==> src/rtl/speed_tick_decoder_if.sv <==
// speed_tick_decoder_if: tick input and decoded speed outputs of the speed tick decoder.
// ChangeCount is present only when SPEED_TICK_DECODER_STATS_EN is defined.
interface speed_tick_decoder_if #(parameter int PW = 26);
    logic          TickIn;
    logic [2:0]    SpeedCode;
    logic          Valid;
    logic          Lost;
    logic [PW-1:0] PeriodOut;
`ifdef SPEED_TICK_DECODER_STATS_EN
    logic [7:0]    ChangeCount;
`endif
    modport master (
        output TickIn,
        input  SpeedCode, Valid, Lost, PeriodOut
`ifdef SPEED_TICK_DECODER_STATS_EN
        , input ChangeCount
`endif
    );
    modport slave (
        input  TickIn,
        output SpeedCode, Valid, Lost, PeriodOut
`ifdef SPEED_TICK_DECODER_STATS_EN
        , output ChangeCount
`endif
    );
endinterface

==> src/rtl/speed_tick_decoder.sv <==
// speed_tick_decoder: measures the tick interval and decodes it to a one-hot speed code.
// Optional lock-change counter enabled by SPEED_TICK_DECODER_STATS_EN.
module speed_tick_decoder #(
    parameter int PW         = 26,
    parameter int HALF_CYC   = 25000000,
    parameter int QUART_CYC  = 12500000,
    parameter int EIGHTH_CYC = 6250000,
    parameter int TOL        = 1024
) (
    input  logic CLOCK_50,
    input  logic Reset,
    speed_tick_decoder_if.slave bus
);
    typedef enum logic [1:0] {WAIT, MEAS, LOCK} state_t;
    localparam logic [31:0] H = 32'(HALF_CYC);
    localparam logic [31:0] Q = 32'(QUART_CYC);
    localparam logic [31:0] E = 32'(EIGHTH_CYC);
    localparam logic [31:0] T = 32'(TOL);
    localparam logic [PW-1:0] TIMEOUT = PW'(HALF_CYC + TOL + 1);

    state_t        state_q, state_d;
    logic          tick_q;
    logic [PW-1:0] cnt_q, cnt_d, period_q, period_d;
    logic [2:0]    code_q, code_d, cand_q, cand_d, cls;
    logic          valid_q, valid_d, lost_q, lost_d;
    logic          edge_s, tmo;
    logic [31:0]   p;

    function automatic logic in_win(logic [31:0] v, logic [31:0] n);
        return (v + T >= n) && (v <= n + T);
    endfunction

    assign edge_s = bus.TickIn & ~tick_q;
    assign tmo    = cnt_q >= TIMEOUT;
    assign p      = 32'(cnt_q);
    assign cls    = in_win(p, H) ? 3'b100 : in_win(p, Q) ? 3'b010 : in_win(p, E) ? 3'b001 : 3'b000;
    assign cnt_d  = edge_s ? PW'(1) : (cnt_q == '1 ? cnt_q : cnt_q + PW'(1));

    always_ff @(posedge CLOCK_50 or posedge Reset) begin
        if (Reset) begin
            state_q  <= WAIT;
            tick_q   <= 1'b0;
            cnt_q    <= '0;
            period_q <= '0;
            code_q   <= 3'b000;
            cand_q   <= 3'b000;
            valid_q  <= 1'b0;
            lost_q   <= 1'b0;
        end else begin
            state_q  <= state_d;
            tick_q   <= bus.TickIn;
            cnt_q    <= cnt_d;
            period_q <= period_d;
            code_q   <= code_d;
            cand_q   <= cand_d;
            valid_q  <= valid_d;
            lost_q   <= lost_d;
        end
    end

    // An edge always takes precedence over a coincident timeout.
    always_comb begin
        state_d = state_q;
        case (state_q)
            WAIT: state_d = edge_s ? MEAS : WAIT;
            MEAS: state_d = edge_s ? ((cls != 3'b000 && cls == cand_q) ? LOCK : MEAS) : (tmo ? WAIT : MEAS);
            LOCK: state_d = edge_s ? ((cls == code_q) ? LOCK : MEAS) : (tmo ? WAIT : LOCK);
            default: state_d = WAIT;
        endcase
    end

    always_comb begin
        period_d = period_q;
        code_d   = code_q;
        cand_d   = cand_q;
        valid_d  = valid_q;
        lost_d   = lost_q;
        case (state_q)
            WAIT: lost_d = edge_s ? 1'b0 : lost_q;
            MEAS: begin
                period_d = edge_s ? cnt_q : period_q;
                if (edge_s && cls != 3'b000 && cls == cand_q) begin
                    code_d  = cls;
                    valid_d = 1'b1;
                end else if (edge_s) begin
                    cand_d = cls;
                end else if (tmo) begin
                    cand_d = 3'b000;
                    lost_d = 1'b1;
                end
            end
            LOCK: begin
                period_d = edge_s ? cnt_q : period_q;
                if ((edge_s && cls != code_q) || (!edge_s && tmo)) begin
                    cand_d  = edge_s ? cls : 3'b000;
                    code_d  = 3'b000;
                    valid_d = 1'b0;
                    lost_d  = !edge_s;
                end
            end
            default: ;
        endcase
    end

    assign bus.SpeedCode = code_q;
    assign bus.Valid     = valid_q;
    assign bus.Lost      = lost_q;
    assign bus.PeriodOut = period_q;

`ifdef SPEED_TICK_DECODER_STATS_EN
    logic [7:0] chg_q, chg_d;
    logic [2:0] last_q, last_d;
    logic       lock_in;

    // last_q starts at 000 so the first lock after reset always counts as a change.
    assign lock_in = state_q == MEAS && state_d == LOCK;
    assign last_d  = lock_in ? cls : last_q;
    assign chg_d   = (lock_in && cls != last_q && chg_q != 8'hFF) ? chg_q + 8'd1 : chg_q;

    always_ff @(posedge CLOCK_50 or posedge Reset) begin
        if (Reset) begin
            chg_q  <= 8'd0;
            last_q <= 3'b000;
        end else begin
            chg_q  <= chg_d;
            last_q <= last_d;
        end
    end

    assign bus.ChangeCount = chg_q;
`endif
endmodule

==> src/flat_wrapper.sv <==
// flat-port wrapper written by rule: the top's interface ports become plain ports
module speed_tick_decoder_flat 
#(
    parameter int PW         = 26,
    parameter int HALF_CYC   = 25000000,
    parameter int QUART_CYC  = 12500000,
    parameter int EIGHTH_CYC = 6250000,
    parameter int TOL        = 1024
)
  (CLOCK_50, Reset, bus_TickIn, bus_SpeedCode, bus_Valid, bus_Lost, bus_PeriodOut);
  speed_tick_decoder_if #(.PW(PW)) bus_i ();
  input  logic CLOCK_50;
  input  logic Reset;
  input wire logic [$bits(bus_i.TickIn)-1:0] bus_TickIn;
  output wire logic [$bits(bus_i.SpeedCode)-1:0] bus_SpeedCode;
  output wire logic [$bits(bus_i.Valid)-1:0] bus_Valid;
  output wire logic [$bits(bus_i.Lost)-1:0] bus_Lost;
  output wire logic [$bits(bus_i.PeriodOut)-1:0] bus_PeriodOut;
  assign bus_i.TickIn = bus_TickIn;
  assign bus_SpeedCode = bus_i.SpeedCode;
  assign bus_Valid = bus_i.Valid;
  assign bus_Lost = bus_i.Lost;
  assign bus_PeriodOut = bus_i.PeriodOut;
  speed_tick_decoder #(.PW(PW), .HALF_CYC(HALF_CYC), .QUART_CYC(QUART_CYC), .EIGHTH_CYC(EIGHTH_CYC), .TOL(TOL)) u_core (.CLOCK_50(CLOCK_50), .Reset(Reset), .bus(bus_i));
endmodule
==> config.mk <==
export PLATFORM = sky130hd
export DESIGN_NAME = speed_tick_decoder_flat
export DESIGN_NICKNAME = d
export VERILOG_FILES = /design/src/rtl/speed_tick_decoder_if.sv /design/src/rtl/speed_tick_decoder.sv /design/src/flat_wrapper.sv
export SDC_FILE = /design/constraint.sdc
export NUM_CORES = 1
export LEC_CHECK = 0
export BUFFER_PORTS_ARGS = -buffer_cell sky130_fd_sc_hd__buf_2
export CORE_MARGIN = 5
export CORE_UTILIZATION = 55
export DETAILED_ROUTE_END_ITERATION = 8
export PLACE_DENSITY = 0.71
export SLEW_MARGIN = 15
export SYNTH_ARGS = -nofsm -noshare
export SYNTH_HDL_FRONTEND = slang
export SYNTH_SLANG_ARGS = --single-unit
==> constraint.sdc <==
create_clock -name CLOCK_50 -period 6.58 [get_ports CLOCK_50]
set_input_delay 0 -clock CLOCK_50 [delete_from_list [all_inputs] [get_ports CLOCK_50]]
set_output_delay 0 -clock CLOCK_50 [all_outputs]
set_load 0.02 [all_outputs]
==> reports/results.ini, run 1 <==
[clocking]
post-cts-setup-buffer-count=0
clock-sinks=63
cts_tree=yes
clock_latency_ns=0.35
ctsHtreeMaxLevel=3
cts-root-buf=clkbuf_8
numCtsBuffers=9
clk_path_buf_depth=2
cts_hold_buf=2
clk_pin_slew_ns=0.07
ctsResizeCount=0

[power_and_ir_drop]
powerDensity_nw_per_um2=211
vdd_drop_max_mv=0.0926
total_leakage_power_nw=1.98
p_total_mw=0.936

[worst_setup_path]
start_kind=flop
worst-setup-path-type=flop to flop
cp_max_fo=10
worstPathArrival_ns=4.15
rr_worst_depth=11
critPathRequiredTime_ns=6.82
worstSetupEndpointType=flop

[detailed_routing]
wl_um=9730
post_drt_wl_per_cell_um=17.0
via_per_inst=6.09
postRouteAntennaNets=0
drc_errors=0
first_iter_violations=259
num_vias=3491
drtPass1Iterations=5

[placed_design]
dp_slack_ns=2.76
routabilityCongestion=0.960
dpl.cell_count=558
place_area_um2=4240
port_buffers=33
hpwl_um=6710

[final_layout]
final_nets=487
fillCellCount=668
areaGrowthSynthToFinish_pct=9.23
final_util_pct=61.4
drive_above_1_share_pct=17.9
antenna_cells=0
finalNonFillerCells=573
fin_area_um2=4430

[logic_synthesis]
synth_fp_nets=467
synth_area_leaders=dfrtp_1, mux2_2, nand2_1
synthTopCellsByCount=dfrtp_1, nand2_1, nor2_1
ys_types=62
synth_edf_count=0
yosys_warnings=0
async_reset_ff_share_pct=100
postSynthCellCount=452
syn_avg_cell_area_um2=8.97
yosysTopAreaCell=dfrtp_1
syn-cell-area_um2=4050
synth_top_flop_cell=dfrtp_1
yosysMostFrequentCell=dfrtp_1
ys_ff_latch=63
synth_top_area_share_pct=38.9
ys_seq_area_share_pct=38.9

[grt]
grt_overflow_total=0
grt_pass1_vias=3297
grt_max_degree=64
grt_pass1_wl_um=16400
grt_usage_pct=23.0
antenna_found_initial=0

[die]
start_util_pct=56.2
ios=34
num_rows=31
die_y_um=95.9
die-area_um2=9190
core_um2=7210
die_x_um=95.9

[timing]
max-slew-margin-rel_pct=46.6
finalMaxSlewViolations=0
setup_ws_ns=2.67
finalCritPeriodShare_pct=59.5
setup-violations-final=0
rsz0062_at_grt=false
period_needed_ns=3.91
worst_slew_pin_slew_ns=0.801
hold_viol=0
holdWs_ns=0.313
fmax_ghz=0.256
finalClockSkew_ns=0.00968
finalSetupTns_ns=0

[min_path]
hp-class=input pin to flop
hold_depth=2

[run_status]
status=complete, no violations

[job]
cap_violations=0

-- per-layer routing --
layer  vias to the layer above  GRT usage (%)  wire [um]
li1                       1660              -          -
met1                      1673           32.1       4520
met2                       136           34.3       4370
met3                        22           4.46        583
met4                         0           11.0        252
met5                         -              0          0
-- registers in the layout, summed over array words and instances (netlist names) --
| signal | flops |
|---|---|
| u_core.bus.Lost | 1 |
| u_core.bus.PeriodOut | 26 |
| u_core.bus.SpeedCode | 3 |
| u_core.bus.Valid | 1 |
| u_core.cand_q | 3 |
| u_core.cnt_q | 26 |
| u_core.state_q | 2 |
| u_core.tick_q | 1 |
-- worst max-delay path, stage by stage, from the launching register on --
cell,delay (ns)
dfrtp_1,0.47
ha_1,0.35
nand3_4,0.18
nor2_1,0.27
xnor2_1,0.16
or4_1,0.59
nor3_1,0.42
a32oi_1,0.13
a311oi_1,0.40
nor2_1,0.15
a211oi_4,0.32
mux2_2,0.37
-- layout by cell type (no fill, tap or decap), drive strengths merged, types with 12 or more instances in the layout --
cell    synthesis  routed
ha             12      12
mux2           23      23
nand2          43      43
a21oi          22      22
clkbuf         17      12
nand3          13      13
xnor2          14      14
dfrtp          63      63
buf            12      36
o21ai          28      28
nor2           41      41
inv            18      18
xor2           12      12
-- cell type report --
| type | instances | area, um^2 | share of cell area (%) |
|---|---|---|---|
| multi-input cells | 342 | 2280 | 51.5 |
| flip-flops and latches | 63 | 1580 | 35.6 |
| repair buffers | 38 | 208 | 4.69 |
| clock buffers | 12 | 165 | 3.73 |
| well taps | 99 | 124 | 2.80 |
| inverters | 18 | 67.6 | 1.53 |
| clock inverters | 1 | 5.00 | 0.113 |
-- final timing paths --
| kind | slack (ns) | from | end |
|---|---|---|---|
| min in group asynchronous | 0.42 | Reset | u_core.cnt_q[3] |
| min reg2reg | 0.47 | u_core.bus.PeriodOut[11] | u_core.bus.PeriodOut[11] |
| min | 0.31 | bus_TickIn | u_core.tick_q |
| max in group asynchronous | 5.63 | Reset | u_core.cnt_q[19] |
| max | 2.67 | u_core.cnt_q[10] | u_core.bus.SpeedCode[2] |
| max reg2reg | 2.67 | u_core.cnt_q[10] | u_core.bus.SpeedCode[2] |
-- cell families after synthesis --
kind of cell | synth area share [%]
mux | 6.88
compound gates | 15.9
buf+inv | 4.88
xor+xnor | 5.62
simple gates | 24.1
flops | 38.9
fa+ha+maj | 3.70
-- report_power, final --
| part | internal [mW] | total (mW) | switching (mW) |
|---|---|---|---|
| clock | 0.161 | 0.303 | 0.142 |
| combinational | 0.0733 | 0.187 | 0.114 |
| sequential | 0.417 | 0.446 | 0.0288 |
Note: power is estimated with default switching activity, not from simulation.
==> run 2, diff against run 1 <==
--- a/config.mk
+++ b/config.mk
@@ -7,9 +7,9 @@
 export LEC_CHECK = 0
 export BUFFER_PORTS_ARGS = -buffer_cell sky130_fd_sc_hd__buf_2
 export CORE_MARGIN = 5
-export CORE_UTILIZATION = 55
+export CORE_UTILIZATION = 54
 export DETAILED_ROUTE_END_ITERATION = 8
-export PLACE_DENSITY = 0.71
+export PLACE_DENSITY = 0.73
 export SLEW_MARGIN = 15
 export SYNTH_ARGS = -nofsm -noshare
 export SYNTH_HDL_FRONTEND = slang
==> constraint.sdc (replaced) <==
create_clock -name CLOCK_50 -period 3.6 [get_ports CLOCK_50]
set_input_delay 0 -clock CLOCK_50 [delete_from_list [all_inputs] [get_ports CLOCK_50]]
set_output_delay 0 -clock CLOCK_50 [all_outputs]
set_load 0.02 [all_outputs]
==> run 2 against run 1 <==
The run now ends with DRC left; sequential power is 79% higher; first-iteration DRC count is 50% higher; cell area is 11% higher; clock skew is 0.0025 ns lower; final cell count is 7.7% higher; global-route usage is 0.25 points lower; die area is 1.7% higher; wire length is 12% higher; highest routed layer unchanged.
==> reports/results.ini, run 2 (synthesized netlist as in run 1, its figures left out) <==
[worst_setup_path]
worst-setup-path-type=flop to flop  ; unchanged
crit_cells=11  ; unchanged
worstPathCellList=or4_4 > buf_4 > nor4_1 > nand3_1 > o211ai_1 > a21oi_1 > o21ai_0 > buf_4 > a31oi_1 > a211oi_4 > mux2_2  ; was ha_1 > nand3_4 > nor2_1 > xnor2_1 > or4_1 > nor3_1 > a32oi_1 > a311oi_1 > nor2_1 > a211oi_4 > mux2_2
timing.rr.start=u_core.cnt_q[7]  ; was u_core.cnt_q[10]
worst_path_most_repeated_cell=buf_4  ; was nor2_1
critical-path-slowest-cell=or4_4  ; was or4_1
cp_max_fo=9  ; was 10
worstPathArrival_ns=3.82  ; was 4.15 ns
cp_slowest_stage_delay_ns=0.58  ; was 0.59 ns
critPathRequiredTime_ns=3.83  ; was 6.82 ns
endpoint=u_core.bus.SpeedCode[1]  ; was u_core.bus.SpeedCode[2]
worstSetupEndpointType=flop  ; unchanged
cp_num_buf_inv=2  ; was 0
rr_worst_depth=11  ; unchanged
reg2reg_to=u_core.bus.SpeedCode[1]  ; was u_core.bus.SpeedCode[2]
cp-startpoint=u_core.cnt_q[7]  ; was u_core.cnt_q[10]
cpLargestDelayFamily=compound AO/OA/AOI/OAI gates  ; was simple AND/OR/NAND/NOR gates
r2r_setup_slack_ns=0.004  ; was 2.67 ns
start_kind=flop  ; unchanged

[final_layout]
antenna_cells=0  ; unchanged
final_nets=528  ; was 487
final_cell_mix=dfrtp_1, buf_4, nand2_1  ; was dfrtp_1, nand2_1, nor2_1
drive_above_1_share_pct=30.1  ; was 17.9%
areaGrowthSynthToFinish_pct=20.7  ; was 9.23%
final_util_pct=67.1  ; was 61.4%
mostFrequentLayoutCell=dfrtp_1  ; unchanged
fillCellCount=620  ; was 668
fin_area_um2=4890  ; was 4430 um^2

[detailed_routing]
postRouteAntennaNets=0  ; unchanged
first_iter_violations=389  ; was 259
post_drt_wl_per_cell_um=17.7  ; was 17.0 um
num_vias=3700  ; was 3491
via_per_inst=6.00  ; was 6.09
drtPass1Iterations=7  ; was 5
drc_errors=1  ; was 0
wl_um=10900  ; was 9730 um

[clocking]
clk_path_buf_depth=2  ; unchanged
cts-root-buf=clkbuf_8  ; unchanged
clk_pin_slew_ns=0.08  ; was 0.07 ns
clock_latency_ns=0.35  ; about the same
clock-sinks=63  ; unchanged
numCtsBuffers=9  ; unchanged
cts_tree=yes  ; unchanged
ctsHtreeMaxLevel=3  ; unchanged

[timing]
setup_ws_ns=0.00446  ; was 2.67 ns
fmax_ghz=0.278  ; was 0.256 GHz
worst_slew_pin_slew_ns=0.711  ; was 0.801 ns
finalMaxSlewViolations=0  ; unchanged
finalClockSkew_ns=0.00718  ; was 0.00968 ns
rsz0062_at_grt=true  ; was false
finalCritPeriodShare_pct=99.9  ; was 59.5%
setup-violations-final=0  ; unchanged
period_needed_ns=3.60  ; was 3.91 ns
max-slew-margin-rel_pct=52.4  ; was 46.6%
hold_viol=0  ; unchanged

[die]
die-area_um2=9340  ; was 9190 um^2
die_x_um=96.6  ; was 95.9 um
ios=34  ; unchanged
die_y_um=96.6  ; was 95.9 um
start_util_pct=55.6  ; was 56.2%
num_rows=31  ; unchanged
core_um2=7290  ; was 7210 um^2

[placed_design]
routabilityCongestion=0.915  ; was 0.960
dp_slack_ns=-0.00161  ; was 2.76 ns
hpwl_um=7760  ; was 6710 um
place_area_um2=4490  ; was 4240 um^2
port_buffers=33  ; unchanged

[power_and_ir_drop]
vdd_drop_max_mv=0.166  ; was 0.0926 mV
powerDensity_nw_per_um2=367  ; was 211 nW/um^2
total_leakage_power_nw=2.23  ; was 1.98 nW

[grt]
grt_overflow_total=0  ; unchanged
grt_pass1_wl_um=17600  ; was 16400 um
grt_pass1_vias=3464  ; was 3297
grt_max_degree=34  ; was 64
antenna_found_initial=0  ; unchanged
grt_usage_pct=22.8  ; was 23.0%

[job]
cap_violations=0  ; unchanged

[run_status]
status=complete, but fails checks  ; was complete, no violations
violations=DRC

[min_path]
hp-class=input pin to async pin  ; was input pin to flop

-- run 2: cell count changes in the layout (fill, tap and decap cells not counted), moves of 3 or more --
| cell | delta |
|---|---|
| dfrtp_1 | -4 |
| buf_4 | +41 |
| clkinvlp_4 | +3 |
| o21ai_2 | +3 |
| dfrtp_2 | +4 |
-- run 2: timing repair --
item                       in CTS  in global routing
hold buffers                    2                  0
pin swaps                       0                  7
gates resized for setup         2                 33
setup endpoints to repair       4                  7
hold endpoints to repair       31                  0
setup buffers                   0                  7
gates cloned                    0                  0
-- run 2: layer usage --
layer  vias up  part of all wire (%)  track usage [%]  routed length [um]
li1       1742                     -                -                   -
met1      1766                    45             32.5                4870
met2       167                    46             34.7                5010
met3        25                   7.3             4.46                 800
met4         0                   2.2             7.67                 242
met5         -                     0                0                   0
-- run 2: report_power, final --
part / switching (mW) / internal, mW / total (mW)
Combinational: 0.248 / 0.174 / 0.422
Clock: 0.303 / 0.270 / 0.573
Sequential: 0.0374 / 0.761 / 0.798
-- run 2: how the worst min path moves through the flow --
stage | start | end | slack (ns) | depth (start not counted)
after global placement | Reset | u_core.bus.PeriodOut[2] | 0.13 | 2
final | Reset | u_core.bus.PeriodOut[2] | 0.28 | 3
after floorplan | bus_TickIn | u_core.tick_q | 0.03 | 0
after detailed placement | Reset | u_core.bus.PeriodOut[2] | 0.13 | 2
after global routing | bus_TickIn | u_core.tick_q | 0.34 | 2
after CTS | Reset | u_core.bus.PeriodOut[2] | 0.31 | 3
-- run 2: layout make-up --
cell class                 instances  area (um^2)  area share (%)
clock buffer                      10          138            2.81
inverter                          18         67.6            1.38
multi-input combinational        342         2420            49.5
tap                               99          124            2.53
sequential                        63         1580            32.3
timing repair buffer              79          515            10.5
clock inverter                     6         45.0           0.920
-- run 2: worst reg2reg max path, delay by kind of cell, from the launching register on --
family                 cells  cell delay [ns]
muxes                      1             0.38
and+or+nand+nor            3             1.02
buffers and inverters      2             0.32
DFF                        1             0.47
AOI/OAI and AO/OA          5             1.29
-- run 2: metrics by stage --
stage           TNS, ns  power, mW  std cells  hold WS (ns)
2_1_floorplan         0       1.08        452        0.0314
3_3_place_gp          0       1.19        592         0.125
3_5_place_dp   -0.00161       1.21        592         0.130
4_1_cts               0       1.78        610         0.310
5_1_grt          -0.537       1.89        617         0.343
6_report              0       1.79        617         0.278
==> run 3, diff against run 2 <==
--- a/config.mk
+++ b/config.mk
@@ -7,9 +7,9 @@
 export LEC_CHECK = 0
 export BUFFER_PORTS_ARGS = -buffer_cell sky130_fd_sc_hd__buf_2
 export CORE_MARGIN = 5
-export CORE_UTILIZATION = 54
+export CORE_UTILIZATION = 30
 export DETAILED_ROUTE_END_ITERATION = 8
-export PLACE_DENSITY = 0.73
+export PLACE_DENSITY = 0.44
 export SLEW_MARGIN = 15
 export SYNTH_ARGS = -nofsm -noshare
 export SYNTH_HDL_FRONTEND = slang
==> run 3 against run 2 <==
The run now ends clean; worst setup slack better by 0.15 ns; register-to-register slack gained 0.15 ns; sequential share of layout area down 1.2 points; flip-flop and latch count did not move; non-clock buffer count rose by 6; clock power grew 49%.
==> reports/results.ini, run 3 (synthesized netlist as in run 1, its figures left out) <==
[run_status]
status=complete, no violations  ; was complete, but fails checks

[detailed_routing]
drtPass1Iterations=4  ; was 7
wl_um=11600  ; was 10900 um
num_vias=3599  ; was 3700
drc_errors=0  ; was 1
postRouteAntennaNets=0  ; unchanged
via_per_inst=5.15  ; was 6.00
first_iter_violations=248  ; was 389
post_drt_wl_per_cell_um=16.6  ; was 17.7 um

[final_layout]
fin_area_um2=5090  ; was 4890 um^2
areaGrowthSynthToFinish_pct=25.6  ; was 20.7%
final_nets=534  ; was 528
mostFrequentLayoutCell=dfrtp_1  ; unchanged
final_cell_mix=dfrtp_1, buf_4, nand2_1  ; unchanged
final_util_pct=38.5  ; was 67.1%
drive_above_1_share_pct=29.4  ; was 30.1%
antenna_cells=0  ; unchanged

[timing]
period_needed_ns=3.45  ; was 3.60 ns
finalCritPeriodShare_pct=95.8  ; was 99.9%
fmax_ghz=0.290  ; was 0.278 GHz
hold_viol=0  ; unchanged
worst_slew_pin_slew_ns=0.782  ; was 0.711 ns
finalMaxSlewViolations=0  ; unchanged
finalSetupTns_ns=0  ; unchanged
finalClockSkew_ns=0.00613  ; was 0.00718 ns
setup-violations-final=0  ; unchanged
max-slew-margin-rel_pct=47.8  ; was 52.4%
holdWs_ns=0.323  ; was 0.278 ns

[grt]
grt_pass1_wl_um=19300  ; was 17600 um
grt_overflow_total=0  ; unchanged
antenna_found_initial=0  ; unchanged
grt_max_degree=38  ; was 34
grt_pass1_vias=3620  ; was 3464
grt_usage_pct=15.2  ; was 22.8%

[placed_design]
hpwl_um=8700  ; was 7760 um
routabilityCongestion=0.895  ; was 0.915
place_area_um2=4670  ; was 4490 um^2
port_buffers=33  ; unchanged

[die]
core_um2=13200  ; was 7290 um^2
die_x_um=126  ; was 96.6 um
die_y_um=126  ; was 96.6 um
ios=34  ; unchanged
start_util_pct=30.6  ; was 55.6%
die-area_um2=15900  ; was 9340 um^2
num_rows=42  ; was 31

[worst_setup_path]
worstPathCellList=inv_2 > ha_2 > or4b_4 > a2111oi_4 > o21ai_1 > a41o_1 > or3_1 > nand3b_1 > nor4b_4 > a21o_1 > a211oi_4 > mux2_4  ; was or4_4 > buf_4 > nor4_1 > nand3_1 > o211ai_1 > a21oi_1 > o21ai_0 > buf_4 > a31oi_1 > a211oi_4 > mux2_2
cpLargestDelayFamily=compound AO/OA/AOI/OAI gates  ; unchanged
critical-path-slowest-cell=or4b_4  ; was or4_4
cp_max_fo=4  ; was 9
worstSetupEndpointType=flop  ; unchanged
cp_num_buf_inv=1  ; was 2
worst-setup-path-type=flop to flop  ; unchanged
critPathRequiredTime_ns=3.83  ; about the same
start_kind=flop  ; unchanged
worstPathArrival_ns=3.68  ; was 3.82 ns
cp_slowest_stage_delay_ns=0.51  ; was 0.58 ns

[clocking]
numCtsBuffers=9  ; unchanged
clock-sinks=63  ; unchanged
clock_latency_ns=0.34  ; was 0.35 ns
cts-root-buf=clkbuf_16  ; was clkbuf_8
clk_path_buf_depth=2  ; unchanged
clk_pin_slew_ns=0.06  ; was 0.08 ns
cts_tree=yes  ; unchanged
ctsHtreeMaxLevel=3  ; unchanged

[min_path]
hp-class=input pin to flop  ; was input pin to async pin

[job]
cap_violations=0  ; unchanged

[power_and_ir_drop]
powerDensity_nw_per_um2=408  ; was 367 nW/um^2
total_leakage_power_nw=2.30  ; was 2.23 nW
vdd_drop_max_mv=0.233  ; was 0.166 mV

-- run 3: changes by cell type in the layout (fill, tap and decap cells not counted), sizes merged --
cell,change
clkbuf,+1
inv,-1
bufinv,+1
buf,+6
clkinvlp,-2
-- run 3: area by class of cell --
class,count,area (um^2)
Timing Repair Buffer,85,561
Clock buffer,11,233
Sequential cell,63,1580
Inverter,18,67.6
Fill cell,1378,8150
Multi-Input combinational cell,342,2380
Tap cell,176,220
Clock inverter,4,47.5
-- run 3: timing repair --
action                                  4_1_cts  5_1_grt
gates resized for setup                       1       30
endpoints found under the setup margin        2        8
hold endpoints to repair                     37        0
hold buffers                                  2        0
setup buffers                                 1        1
pin swaps                                     1        4
-- run 3: final timing paths --
kind / from / endpoint / slack (ns) / depth (start not counted)
setup / recovery: u_core.cnt_q[0] / u_core.bus.SpeedCode[1] / 0.15 / 12
hold / removal: bus_TickIn / u_core.tick_q / 0.32 / 2
setup reg to reg: u_core.cnt_q[0] / u_core.bus.SpeedCode[1] / 0.15 / 12
hold reg to reg: u_core.bus.PeriodOut[14] / u_core.bus.PeriodOut[14] / 0.47 / 2
max in group asynchronous: Reset / u_core.cnt_q[14] / 2.35 / 4
min in group asynchronous: Reset / u_core.bus.PeriodOut[3] / 0.35 / 3
-- run 3: power breakdown --
part           switching (mW)  leakage [nW]  internal [mW]
clock network           0.322         0.135          0.530
registers              0.0346         0.845          0.763
logic                   0.248          1.32          0.179
-- run 3: metrics by stage --
stage / setup slack (ns) / power [mW] / std cells
6_report: 0.150 / 2.08 / 699
5_1_grt: -0.0160 / 2.18 / 699
4_1_cts: 0.00243 / 2.08 / 698
3_5_place_dp: 0.0216 / 1.21 / 680
3_3_place_gp: 0.0914 / 1.21 / 680
2_1_floorplan: 0.238 / 1.08 / 452
-- run 3: worst register-to-register path, stage by stage, from the launching register on --
cell,delay (ns)
dfrtp_1,0.38
inv_2,0.08
ha_2,0.19
or4b_4,0.51
a2111oi_4,0.32
o21ai_1,0.11
a41o_1,0.26
or3_1,0.32
nand3b_1,0.17
nor4b_4,0.16
a21o_1,0.22
a211oi_4,0.30
mux2_4,0.33
-- run 3: layer usage --
layer | GRT usage, % | up-vias | wire length, um | share of wire, %
li1 | - | 1758 | - | -
met1 | 21.4 | 1753 | 5690 | 49
met2 | 22.8 | 74 | 5140 | 44
met3 | 3.64 | 14 | 564 | 4.9
met4 | 5.36 | 0 | 206 | 1.8
met5 | 0 | - | 0 | 0
